## src/rtl/dsp_mac_accum.sv

```systemverilog
// Pre-adder / multiplier / accumulator with frame control.
// Each accepted sample contributes A * (D +/- B) to a frame sum that starts
// at bias C. After ACC_LEN samples the result is held on P until OUT_READY.
module dsp_mac_accum #(
  parameter int A_WIDTH  = 18,
  parameter int B_WIDTH  = 18,
  parameter int P_WIDTH  = 48,
  parameter int ACC_LEN  = 16,
  parameter int SATURATE = 1
) (
  input  logic                       CLK,
  input  logic                       RSTN,
  input  logic                       IN_VALID,
  output logic                       IN_READY,
  input  logic signed [A_WIDTH-1:0]  A,
  input  logic signed [B_WIDTH-1:0]  B,
  input  logic signed [B_WIDTH-1:0]  D,
  input  logic                       SUB,
  input  logic signed [P_WIDTH-1:0]  C,
  input  logic                       CLR,
  output logic                       OUT_VALID,
  input  logic                       OUT_READY,
  output logic signed [P_WIDTH-1:0]  P,
  output logic                       OVF
);

  localparam int PRE_W  = B_WIDTH + 1;
  localparam int PROD_W = A_WIDTH + B_WIDTH + 1;
  localparam int SUM_W  = P_WIDTH + 1;
  localparam int CNT_W  = 16;
  localparam logic [CNT_W-1:0] LAST_IDX = CNT_W'(ACC_LEN - 1);
  localparam logic signed [P_WIDTH-1:0] P_MAX = {1'b0, {(P_WIDTH-1){1'b1}}};
  localparam logic signed [P_WIDTH-1:0] P_MIN = {1'b1, {(P_WIDTH-1){1'b0}}};

  typedef enum logic [1:0] {
    ACCUM = 2'd0,
    DRAIN = 2'd1,
    HOLD  = 2'd2
  } state_t;

  // Signed overflow of the one-bit-wider sum: the two top bits disagree.
  function automatic logic sum_ovf(input logic signed [SUM_W-1:0] s);
    return s[SUM_W-1] != s[SUM_W-2];
  endfunction

  // Narrow the wide sum back to P_WIDTH, clamping or wrapping on overflow.
  function automatic logic signed [P_WIDTH-1:0] sat_wrap(input logic signed [SUM_W-1:0] s);
    if ((SATURATE != 0) && (s[SUM_W-1] != s[SUM_W-2]))
      return s[SUM_W-1] ? P_MIN : P_MAX;
    return s[P_WIDTH-1:0];
  endfunction

  state_t                     state_q, state_d;
  logic [CNT_W-1:0]           cnt_q, cnt_d;
  logic                       in_ready_q, in_ready_d;
  logic                       vld_p1_q, vld_p1_d, last_p1_q, last_p1_d;
  logic                       vld_p2_q, vld_p2_d, last_p2_q, last_p2_d;
  logic signed [P_WIDTH-1:0]  acc_q, acc_d;
  logic                       ovf_q, ovf_d;
  logic                       out_valid_q, out_valid_d;

  logic signed [A_WIDTH-1:0]  a_p1_q;
  logic signed [PRE_W-1:0]    pre_p1_q;
  logic signed [PROD_W-1:0]   prod_p2_q;

  logic signed [PRE_W-1:0]    d_ext, b_ext, pre_d;
  logic signed [PROD_W-1:0]   a_ext, pre_ext, prod_d;
  logic signed [SUM_W-1:0]    sum_d;
  logic                       accept;

  // CLR wins over a simultaneous transfer, so nothing enters the pipe then.
  assign accept = IN_VALID && in_ready_q && !CLR;

  // Stage 0 -> 1: pre-adder on operands widened by one bit.
  assign d_ext = PRE_W'(D);
  assign b_ext = PRE_W'(B);
  assign pre_d = SUB ? (d_ext - b_ext) : (d_ext + b_ext);

  // Stage 1 -> 2: full-width signed product.
  assign a_ext   = PROD_W'(a_p1_q);
  assign pre_ext = PROD_W'(pre_p1_q);
  assign prod_d  = a_ext * pre_ext;

  // Stage 2 -> 3: accumulate with one guard bit for overflow detection.
  assign sum_d = SUM_W'(acc_q) + SUM_W'(prod_p2_q);

  // Datapath operand registers; qualified by the valids, so no reset needed.
  always_ff @(posedge CLK) begin
    if (accept) begin
      a_p1_q   <= A;
      pre_p1_q <= pre_d;
    end
    if (vld_p1_q) begin
      prod_p2_q <= prod_d;
    end
  end

  // Next-state logic for the frame FSM, pipeline valids and accumulator.
  always_comb begin
    state_d     = state_q;
    cnt_d       = cnt_q;
    in_ready_d  = in_ready_q;
    vld_p1_d    = accept;
    last_p1_d   = accept && (cnt_q == LAST_IDX);
    vld_p2_d    = vld_p1_q;
    last_p2_d   = last_p1_q;
    acc_d       = acc_q;
    ovf_d       = ovf_q;
    out_valid_d = out_valid_q;
    if (CLR) begin
      state_d     = ACCUM;
      cnt_d       = '0;
      in_ready_d  = 1'b1;
      vld_p1_d    = 1'b0;
      last_p1_d   = 1'b0;
      vld_p2_d    = 1'b0;
      last_p2_d   = 1'b0;
      acc_d       = '0;
      ovf_d       = 1'b0;
      out_valid_d = 1'b0;
    end else begin
      if (vld_p2_q) begin
        acc_d = sat_wrap(sum_d);
        if (sum_ovf(sum_d)) ovf_d = 1'b1;
      end
      // The pipe is always empty when a frame starts, so loading C here
      // never collides with a product arriving at the accumulator.
      if (accept) begin
        cnt_d = cnt_q + 16'd1;
        if (cnt_q == '0) acc_d = C;
      end
      unique case (state_q)
        ACCUM: begin
          in_ready_d = 1'b1;
          if (accept && (cnt_q == LAST_IDX)) begin
            in_ready_d = 1'b0;
            state_d    = DRAIN;
          end
        end
        DRAIN: begin
          in_ready_d = 1'b0;
          if (vld_p2_q && last_p2_q) begin
            state_d     = HOLD;
            out_valid_d = 1'b1;
          end
        end
        HOLD: begin
          in_ready_d = 1'b0;
          if (OUT_READY) begin
            state_d     = ACCUM;
            cnt_d       = '0;
            acc_d       = '0;
            ovf_d       = 1'b0;
            out_valid_d = 1'b0;
            in_ready_d  = 1'b1;
          end
        end
        default: state_d = ACCUM;
      endcase
    end
  end

  // Control and accumulator state; reset discards any partial frame.
  always_ff @(posedge CLK or negedge RSTN) begin
    if (!RSTN) begin
      state_q     <= ACCUM;
      cnt_q       <= '0;
      in_ready_q  <= 1'b0;
      vld_p1_q    <= 1'b0;
      last_p1_q   <= 1'b0;
      vld_p2_q    <= 1'b0;
      last_p2_q   <= 1'b0;
      acc_q       <= '0;
      ovf_q       <= 1'b0;
      out_valid_q <= 1'b0;
    end else begin
      state_q     <= state_d;
      cnt_q       <= cnt_d;
      in_ready_q  <= in_ready_d;
      vld_p1_q    <= vld_p1_d;
      last_p1_q   <= last_p1_d;
      vld_p2_q    <= vld_p2_d;
      last_p2_q   <= last_p2_d;
      acc_q       <= acc_d;
      ovf_q       <= ovf_d;
      out_valid_q <= out_valid_d;
    end
  end

  assign IN_READY  = in_ready_q;
  assign OUT_VALID = out_valid_q;
  assign OVF       = ovf_q;
  assign P         = out_valid_q ? acc_q : '0;

endmodule

```

## config.mk

```make
export PLATFORM = sky130hd
export DESIGN_NAME = dsp_mac_accum
export DESIGN_NICKNAME = d
export VERILOG_FILES = /design/src/rtl/dsp_mac_accum.sv
export SDC_FILE = /design/constraint.sdc
export NUM_CORES = 1
export LEC_CHECK = 0
export CAP_MARGIN = 20
export CELL_PAD_IN_SITES_DETAIL_PLACEMENT = 1
export CELL_PAD_IN_SITES_GLOBAL_PLACEMENT = 2
export CORE_ASPECT_RATIO = 1.2
export CORE_MARGIN = 8
export CORE_UTILIZATION = 36
export DETAILED_ROUTE_END_ITERATION = 10
export PLACE_DENSITY = 0.79
export SETUP_SLACK_MARGIN = 0.02
export SLEW_MARGIN = 10
export SYNTH_ARGS = -nofsm -noshare
export SYNTH_HDL_FRONTEND = slang
export SYNTH_SLANG_ARGS = --single-unit
```

## constraint.sdc

```tcl
create_clock -name CLK -period 6.5 [get_ports CLK]
set_clock_uncertainty 0.2 [all_clocks]
set_input_delay 1.3 -clock CLK [delete_from_list [all_inputs] [get_ports CLK]]
set_output_delay 1.3 -clock CLK [all_outputs]
set_load 0.005 [all_outputs]
```

# Yosys cells after proc, flatten, opt, wreduce, memory -nomap -nowiden

Cells that the tools add are included.

Word-level logic and storage cells: 76
Bits of input ports: 108
Output and inout port bits: 51
Register bits: 147

Add/subtract/negate cells: 4
Reductions and logical operators: 11
Multiply operators: 1
Multiplexer cells: 40
Eq/ne operators: 7

Operators with widths:

| kind                                           | number |
|---|---|
| two-way mux 48 bit                             | 10 |
| two-way mux 16 bit                             | 4 |
| adder 48 x 37 -> 49 bit                        | 1 |
| multiplier 18 x 19 -> 37 bit                   | 1 |
| adder 18 x 18 -> 19 bit                        | 1 |
| two-way mux 19 bit                             | 1 |
| subtractor 18 x 18 -> 19 bit                   | 1 |
| two-way mux 1 bit                              | 18 |
| adder 16 x 1 -> 16 bit, second input constant  | 1 |
| == test 16 x 4 -> 1 bit, second input constant | 1 |
| zero test 16 bit                               | 1 |
| inequality test 3 bit, second input constant   | 3 |
| two-way mux 2 bit                              | 4 |
| one-hot mux 2 bit (3 select lines)             | 1 |
| AND reduction 3 bit                            | 2 |
| logical AND 1 bit                              | 4 |
| nonzero test 4 bit                             | 1 |
| one-hot mux 1 bit (3 select lines)             | 1 |
| nonzero test 3 bit                             | 1 |
| == test 2 x 1 -> 1 bit, second input constant  | 1 |
| == test 2 bit, second input constant           | 1 |
| zero test 2 bit                                | 1 |
| one-hot mux 1 bit (2 select lines)             | 1 |
| zero test 1 bit                                | 1 |
| inequality test 1 bit                          | 1 |

# Depth between registers and ports, before layout

Gate-level depths: netlist (run 1).

Depth after elaboration: 12
Mapped depth: 27

# Least setup slack after synthesis (run 1)

No wires, ideal clock.

Kind: reg2reg
From: register pre_p1_q[18]
To: register prod_p2_q[36], data pin
Required time: 6.040 ns
Setup time: 0.260 ns
Path buffers: 2
Setup slack: -0.381 ns
Arrival: 6.421 ns
Stages on the path, launching flop included: 28
Path through: edfxtp_1 clkbuf_1 clkbuf_1 nand2_1 inv_1 fa_1 inv_1 fa_1 inv_1 ha_1 inv_1 fa_1 inv_1 fa_1 inv_1 fa_1 inv_1 ha_1 a21o_1 a21o_1 a21o_1 a21o_1 a21o_1 a21o_1 a221oi_1 o21ai_0 a21oi_1 xnor2_1

Cells in the longest elaborated chain, start to end: 1

RTL lines:

| item                         | RTL line | text |
|---|---|---|
| from (decl)                  | 63       | `logic signed [PRE_W-1:0] pre_p1_q;` |
| from (signal assigned)       | 91       | `pre_p1_q <= pre_d;` |
| multiplier 18 x 19 -> 37 bit | 82       | `assign prod_d = a_ext * pre_ext;` |
| named net prod_d[36]         | 67       | `logic signed [PROD_W-1:0] a_ext, pre_ext, prod_d;` |
| to (signal assigned)         | 94       | `prod_p2_q <= prod_d;` |
| to (decl)                    | 64       | `logic signed [PROD_W-1:0] prod_p2_q;` |

The timed path passes the listed nets, and every way through them passes these cells.
A chain may end at the register's enable or synchronous reset.

# Worst setup path after layout (run 1)

From: register pre_p1_q[6]
To: register prod_p2_q[36], data pin

The elaborated chain is that of the path after synthesis.

==> impl_metrics.toml, run 1 <==
[run_status]
outcome = "finished, final reports clean"

[timing]
max_slew_margin = 0.398
worst_pin_slew_ns = 0.903
hold_violations = 0
finalCritPeriodShare = 0.988
finalSetupTns_ns = 0
fin_ws_ns = 0.0791
layout_min_cycle_time_ns = 6.42
slew_violations = 0
fmax_mhz = 156
rsz0062_at_grt = "true"
finalSetupViolations = 0

[route]
dr_total_vias = 17672
wl_per_cell_microns = 18.9
firstDrtPassIters = 5
totalWireLength_mm = 66.3
ant_nets = 0
avgViaCountPerCell = 5.05
drt_iter0_markers = 622
drc = 0

[die]
rows = 100
io_pins = 159
die_h_microns = 291
die_w_microns = 245
floorplan.initialDensity = 0.364
die_area_sq_um = 71200
coreArea_sq_um = 62200

[setup_path]
slowest_delay_ns = 0.57
critPathTopFamily = "adder cells"
regToRegEndpoint = "prod_p2_q[36]"
slowest_stage = "fa_1"
path_depth = 23
r2r_slack_ns = 0.08
path_cells = "and2_4 > fa_1 > inv_1 > fa_1 > fa_1 > fa_1 > inv_1 > fa_1 > inv_1 > fa_1 > inv_2 > ha_4 > buf_4 > nand2_1 > nor2_4 > a221oi_4 > a21oi_2 > o221ai_2 > o21ai_2 > a221oi_4 > o21ai_1 > a21oi_1 > xnor2_1"
crit_path_max_fanout = 4
crit_top_cell = "fa_1"
end_kind = "register"
cp.required_ns = 6.50
r2r_cells = 23
critPathLaunchType = "register"
reg2reg_from = "pre_p1_q[6]"
worst-setup-path-type = "register to register"
critPathArrivalTime_ns = 6.42
crit_buf_inv = 5

[yosys]
synth-edff-count = 74
netlist_area_sq_um = 22600
synthFlopType = "edfxtp_1"
async_flop_share = 0.497
ys_types = 77
syn_nets = 3047
synth_seq_area_share = 0.179
ys_seq_elements = 147
syn_avg_cell_area_sq_um = 9.34
syn_inst = 2424
synth_warnings = 0

[clock_tree]
tritoncts = "yes"
htreeDepth = 4
cts.path.max_buffers = 2
clk_pin_slew_ns = 0.06
cts_root_buf = "clkbuf_16"
clkSinkCount = 147
cts_inserted_buffers = 17
clk_latency_ns = 0.48

[layout]
final_common_cell = "inv_1"
layout_common_cells = "inv_1, fa_1, nand2_1"
area_delta_synth_final_pct = 19.7
final_nets = 3296
drive_gt1_frac = 0.117
antenna_cells = 0
final_cell_area_sq_um = 27100

[place]
gp_congestion = 0.836
dpl.hpwl_mm = 55.6
io_buffers = 158
pre_cts_ws_ns = -0.283
postPlaceCellArea_sq_um = 25900

[global_routing]
grt_max_degree = 64
grt_pass1_wl_mm = 108
grt_pass1_vias = 20608
track_usage = 0.189
antenna_found_initial = 0
gr-total-overflow = 0

[hold_path]
min_to = "last_p2_q"
hp-start = "last_p1_q"
whs_path_depth = 1
hp-class = "register to register"

[run]
maxCapViolations = 0
==> worst max path at each step <==
| stage | start | endpoint | slack (ns) |
|---|---|---|---|
| after floorplan | a_p1_q[5] | prod_p2_q[36] | 0.03 |
| after global placement | a_p1_q[6] | prod_p2_q[36] | -0.15 |
| after detailed placement | a_p1_q[6] | prod_p2_q[36] | -0.28 |
| after CTS | a_p1_q[4] | prod_p2_q[34] | 0.02 |
| after global routing | pre_p1_q[5] | prod_p2_q[30] | -0.19 |
| final | pre_p1_q[6] | prod_p2_q[36] | 0.08 |
==> state kept, by name (all words and copies together) (netlist names), 2 cells and up <==
signal	count
acc_q	48
prod_p2_q	37
pre_p1_q	19
a_p1_q	18
cnt_q	16
state_q	2
==> per-stage QoR <==
step           cells  hold WS, ns   util
6_report        3502        0.267  0.436
4_1_cts         3498        0.268  0.432
3_5_place_dp    3435        0.254  0.417
5_1_grt         3502        0.290  0.436
2_1_floorplan   2424        0.239      -
3_3_place_gp    3435        0.248  0.417
==> cell type report <==
class                   count  area [sq um]
repair buffers            317          2950
well taps                 816          1020
fillers                  7131         35100
clock buffers              26           543
flip-flops and latches    147          4050
clock inverters             6          38.8
inverters                 403          1520
multi-input cells        1787         17000
==> synth_stat cells, types with 34 or more instances <==
cell type,number,area [sq um]
o21ai_0,57,285
nor2_1,114,428
nand2_1,254,953
inv_1,403,1510
o22ai_2,34,425
ha_1,168,2100
edfxtp_1,74,2220
o21ai_1,40,200
clkbuf_1,67,251
dfrtp_1,73,1830
xnor2_1,88,771
fa_1,347,6950
a21o_1,45,338
and2_1,225,1410
a21oi_1,96,480
==> routing by layer <==
metal	global-route usage	routed length [microns]	vias up
met1	0.220	27700	9026
met3	0.0288	1940	91
met2	0.350	35000	271
li1	-	-	8284
met4	0.0583	1640	0
met5	0	0	-
==> cells by family (layout without fill, tap and decap cells) <==
family | Yosys count | after routing | share of synthesized area
AOI/OAI and AO/OA | 414 | 414 | 0.129
xor gates and xnor gates | 119 | 119 | 0.0460
adders and majority gates | 515 | 515 | 0.400
buffers and inverters | 490 | 752 | 0.0837
DFF | 147 | 147 | 0.179
muxes | 3 | 3 | 0.00138
and+or+nand+nor | 736 | 736 | 0.162
==> repair_timing <==
| item | 4_1_cts | 5_1_grt |
|---|---|---|
| setup endpoints to repair | 12 | 13 |
| buffers inserted | 31 | 4 |
| gates resized for setup | 29 | 55 |
| hold buffers | 0 | 0 |
| pin swaps | 29 | 39 |
Power of run 1 is not shown: default switching activity piles up to over one toggle a cycle in this logic, so the estimate is an artifact.
==> run 2: changes to the inputs <==
--- a/config.mk
+++ b/config.mk
@@ -8,7 +8,6 @@
 export CAP_MARGIN = 20
 export CELL_PAD_IN_SITES_DETAIL_PLACEMENT = 1
 export CELL_PAD_IN_SITES_GLOBAL_PLACEMENT = 2
-export CORE_ASPECT_RATIO = 1.2
 export CORE_MARGIN = 8
 export CORE_UTILIZATION = 36
 export DETAILED_ROUTE_END_ITERATION = 10
==> run 2 against run 1 <==
Effect of this change: maximum frequency shrank 0.75%; non-clock buffer count shrank 10; hold slack gained 0.011 ns; register-to-register slack lost 0.05 ns; highest routed layer unchanged; via count shrank 0.95%.
==> impl_metrics.toml, run 2 (synthesis results as in run 1) <==
[layout]
layout_common_cells = "inv_1, fa_1, nand2_1"
largest_register_ff_count = 48
top_register = "acc_q"
area_delta_synth_final_pct = 19.7
fillers = 7198
drive_gt1_frac = 0.122
fin_cells = 3524
reg_top3 = "acc_q x48, prod_p2_q x37, pre_p1_q x19"
final_common_cell = "inv_1"
final_nets = 3286

[setup_path]
cp.required_ns = 6.53
critPathLaunchType = "register"
crit_end = "prod_p2_q[34]"
r2r_cells = 23
startpoint = "a_p1_q[6]"
r2r_slack_ns = 0.03
critPathArrivalTime_ns = 6.50
worst-setup-path-type = "register to register"
crit_path_max_fanout = 6
reg2reg_from = "a_p1_q[6]"
regToRegEndpoint = "prod_p2_q[34]"
end_kind = "register"

[die]
coreArea_sq_um = 62600
floorplan.initialDensity = 0.362
rows = 92
die_h_microns = 267
io_pins = 159
die_area_sq_um = 71200
die_w_microns = 267

[hold_path]
hp-class = "register to register"

[global_routing]
grt_max_degree = 74
antenna_found_initial = 1
track_usage = 0.186
gr-total-overflow = 0
grt_pass1_wl_mm = 106
grt_pass1_vias = 20107

[place]
io_buffers = 158
dp.cells = 3461
dpl.hpwl_mm = 54.6
gp_congestion = 0.845

[route]
topRoutingLayerUsed = "met4"
drc = 0
routed-wl-met2_mm = 32.6
avgViaCountPerCell = 4.97
ant_nets = 0
drt_iter0_markers = 707
dr_total_vias = 17504
wl_per_cell_microns = 18.5
totalWireLength_mm = 65.3
wl_met3_mm = 2.43
firstDrtPassIters = 6
met1_length_mm = 28.9

[timing]
finalSetupTns_ns = 0
layout_min_cycle_time_ns = 6.47
max_slew_margin = 0.445
worst_pin_slew_ns = 0.832
finalSetupViolations = 0
hold_violations = 0
rsz0062_at_grt = "true"
finalCritPeriodShare = 0.995
slew_violations = 0
fmax_mhz = 155

[clock_tree]
cts.path.max_buffers = 2
ctsHoldBuffers = 0
cts_root_buf = "clkbuf_16"
tritoncts = "yes"
htreeDepth = 4
clkSinkCount = 147
clk_latency_ns = 0.50
clk_pin_slew_ns = 0.07
cts_inserted_buffers = 17

[run_status]
outcome = "finished, final reports clean"

[run]
maxCapViolations = 0
==> run 2: layer usage <==
| layer | global-route usage | vias to the layer above |
|---|---|---|
| met5 | 0 | - |
| met4 | 0.0529 | 0 |
| met3 | 0.0323 | 69 |
| met2 | 0.331 | 256 |
| met1 | 0.230 | 8912 |
| li1 | - | 8267 |
==> run 2: cell type report <==
type                       instances  area, sq um  area share
sequential                       147         4050       0.149
multi-input combinational       1787        17000       0.629
tap                              846         1060      0.0391
antenna                            2         5.00    0.000185
timing repair buffer             307         2850       0.105
clock buffer                      18          450      0.0166
clock inverter                    14          129     0.00476
inverter                         403         1510      0.0558
==> run 2: per-stage QoR <==
step	worst slack (ns)	hold WS [ns]	instance area [sq um]	utilization
2_1_floorplan	0.0251	0.239	22700	-
3_3_place_gp	-0.133	0.242	25900	0.414
3_5_place_dp	-0.300	0.258	25900	0.414
4_1_cts	0.00798	0.275	26700	0.426
5_1_grt	-0.165	0.309	27100	0.433
6_report	0.0304	0.278	27100	0.433
==> run 2: worst min path at each step <==
stage	start	to	slack [ns]	cells after the start
after global routing	last_p1_q	last_p2_q	0.31	1
after floorplan	last_p1_q	last_p2_q	0.24	1
final	last_p1_q	last_p2_q	0.28	1
after detailed placement	last_p1_q	last_p2_q	0.26	1
after CTS	last_p1_q	last_p2_q	0.28	1
after global placement	last_p1_q	last_p2_q	0.24	1
==> run 2: critical path: stages (launching register included) <==
cell	delay, ns
edfxtp_1	0.49
buf_6	0.19
buf_12	0.12
nand2_4	0.07
inv_1	0.06
fa_1	0.51
fa_1	0.48
fa_1	0.56
fa_1	0.51
fa_1	0.49
inv_1	0.05
fa_1	0.47
inv_1	0.06
ha_4	0.21
a21o_1	0.17
a21o_1	0.17
a21o_1	0.17
a21o_1	0.17
a21o_1	0.17
a21o_1	0.18
a221oi_4	0.31
o21bai_1	0.12
a21oi_1	0.18
xnor2_1	0.10
==> run 2: timing repair <==
item                       CTS  global route
gates resized for setup     31            74
cloned                       1             0
pin swaps                   29            69
setup endpoints to repair   12            14
buffers inserted            16            16
Power of run 2 is left out for the same reason.
==> RTL change (config.mk and constraints of run 1) <==
`CNT_W`: 16 -> 32.
--- a/src/rtl/dsp_mac_accum.sv
+++ b/src/rtl/dsp_mac_accum.sv
@@ -28,5 +28,5 @@
   localparam int PROD_W = A_WIDTH + B_WIDTH + 1;
   localparam int SUM_W  = P_WIDTH + 1;
-  localparam int CNT_W  = 16;
+  localparam int CNT_W  = 32;
   localparam logic [CNT_W-1:0] LAST_IDX = CNT_W'(ACC_LEN - 1);
   localparam logic signed [P_WIDTH-1:0] P_MAX = {1'b0, {(P_WIDTH-1){1'b1}}};
Function: no difference found for any inputs over 4 cycles, from zero or initial values and one cycle with RSTN low; that may be too few to reach the edited logic, so the function may still have changed.
==> RTL change against run 1 <==
Critical path type unchanged. Worst setup slack worse by 0.16 ns. Cell area up 3.4%. The run now ends with negative setup slack left. Cell count increased by 4.4%. Synthesized cell count grew 5.1%. Critical endpoint unchanged. Area after synthesis rose by 3.5%. Routed wire length is 1.1% higher. Sequential cell count up 16.
Power is not shown: default switching activity piles up to over one toggle a cycle in this logic, so the estimate is an artifact.
==> RTL change: results <==
metrics = {
    "placement": {
        "hpwl_mm": 56.5,
        "placed_cells_incl_taps": 3578,
        "dpl_cell_area_sq_um": 26700,
        "place_worst_setup_slack_ns": -0.437,
    },
    "yosys": {
        "asyncSetResetFlopFracSynth_pct": 54.6,
        "synth_flop_cell": "sky130_fd_sc_hd__dfrtp_1",
        "synth_sequential_area_ratio_pct": 19.0,
        "synth_cell_types": 82,
        "syn_area_per_cell_sq_um": 9.20,
        "synthTopCellsByArea": "sky130_fd_sc_hd__fa_1, sky130_fd_sc_hd__dfrtp_1, sky130_fd_sc_hd__edfxtp_1, sky130_fd_sc_hd__ha_1, sky130_fd_sc_hd__inv_1",
        "post_synth_edffs": 74,
        "synth_commonest_cells": "sky130_fd_sc_hd__inv_1, sky130_fd_sc_hd__fa_1, sky130_fd_sc_hd__nand2_1, sky130_fd_sc_hd__and2_1, sky130_fd_sc_hd__ha_1",
        "mappedNetlistNets": 3170,
    },
    "worst_hold_path": {
        "min_path_type": "flip-flop to flip-flop",
    },
    "global_routing": {
        "global_route.overflow_total": 0,
        "grt_start_max_net_pins": 58,
        "grt_pass1_vias": 21199,
        "met2_usage_pct": 35.7,
        "grt_util_met3_pct": 2.71,
        "groute.usage.overall_pct": 18.6,
        "use_met1_pct": 21.5,
        "global_route_wire_length_before_repair_mm": 111,
    },
    "sta": {
        "timing.final.ws_setup_ns": -0.0811,
        "slew_headroom_pct": 28.3,
        "worst_hold_slack_ns": 0.266,
        "setup_viol": 3,
        "timing.setup.tns_ns": -0.127,
    },
    "setup_path": {
        "arrival_ns": 6.61,
        "cp_max_fo": 5,
        "crit_start": "a_p1_q[2]",
        "cpPeakStageDelay_ns": 0.54,
        "r2r_cells": 24,
    },
    "clock_network": {
        "cts.repair.resized": 43,
        "cts.clk_slew.worst_paths_ns": 0.08,
        "cts_max_path_buffers": 2,
        "post_cts_buffers": 33,
    },
    "routing": {
        "dr_total_vias": 18383,
        "detail_route.wirelength_mm": 67.0,
        "dr.first_iter.drc_count": 515,
        "remaining_drc_errors": 0,
    },
    "status": {
        "violations": "negative setup slack",
        "outcome": "finished, violations left",
    },
    "layout": {
        "design.final.nets": 3434,
        "layout_top_registers": "acc_q x48, prod_p2_q x37, cnt_q x32",
        "layout-drive-gt1-share_pct": 11.4,
        "layoutNonFillerInstCount": 3656,
    },
}
## RTL change: cell count changes after synthesis, moves of 8 or more
cell,before,now
sky130_fd_sc_hd__nor2_1,114,167
sky130_fd_sc_hd__o21ai_1,40,4
sky130_fd_sc_hd__nand4_1,9,17
sky130_fd_sc_hd__dfrtp_1,73,89
sky130_fd_sc_hd__nand2_1,254,243
sky130_fd_sc_hd__a21o_1,45,26
sky130_fd_sc_hd__xor2_1,31,48
sky130_fd_sc_hd__clkbuf_1,67,76
sky130_fd_sc_hd__a22o_1,1,40
sky130_fd_sc_hd__o22ai_2,34,0
sky130_fd_sc_hd__inv_1,403,429
sky130_fd_sc_hd__o31ai_1,14,3
sky130_fd_sc_hd__a21oi_1,96,137
sky130_fd_sc_hd__nand3_1,23,31
## RTL change: layer usage
layer  routed length (um)  vias to the layer above  part of all wire [%]
met5                    0                        -                     0
met4                 1140                        0                   1.7
met3                 1750                       66                   2.6
met2                36000                      239                    54
met1                28100                     9377                    42
li1                     -                     8701                     -
## RTL change: kinds of logic after synthesis
| family | after synthesis | synth area share (%) |
|---|---|---|
| compound gates | 401 | 11.7 |
| xor+xnor | 133 | 4.97 |
| fa+ha+maj | 515 | 38.6 |
| buf+inv | 521 | 8.55 |
| flops | 163 | 19.0 |
| mux | 5 | 0.240 |
| simple gates | 809 | 17.0 |
## RTL change: layout make-up
| type | instances | area, sq um |
|---|---|---|
| clock inverters | 15 | 161 |
| well taps | 832 | 1040 |
| multi-input cells | 1863 | 17300 |
| fillers | 7352 | 36400 |
| flip-flops and latches | 163 | 4450 |
| repair buffers | 337 | 3030 |
| clock buffers | 17 | 425 |
| inverters | 429 | 1610 |
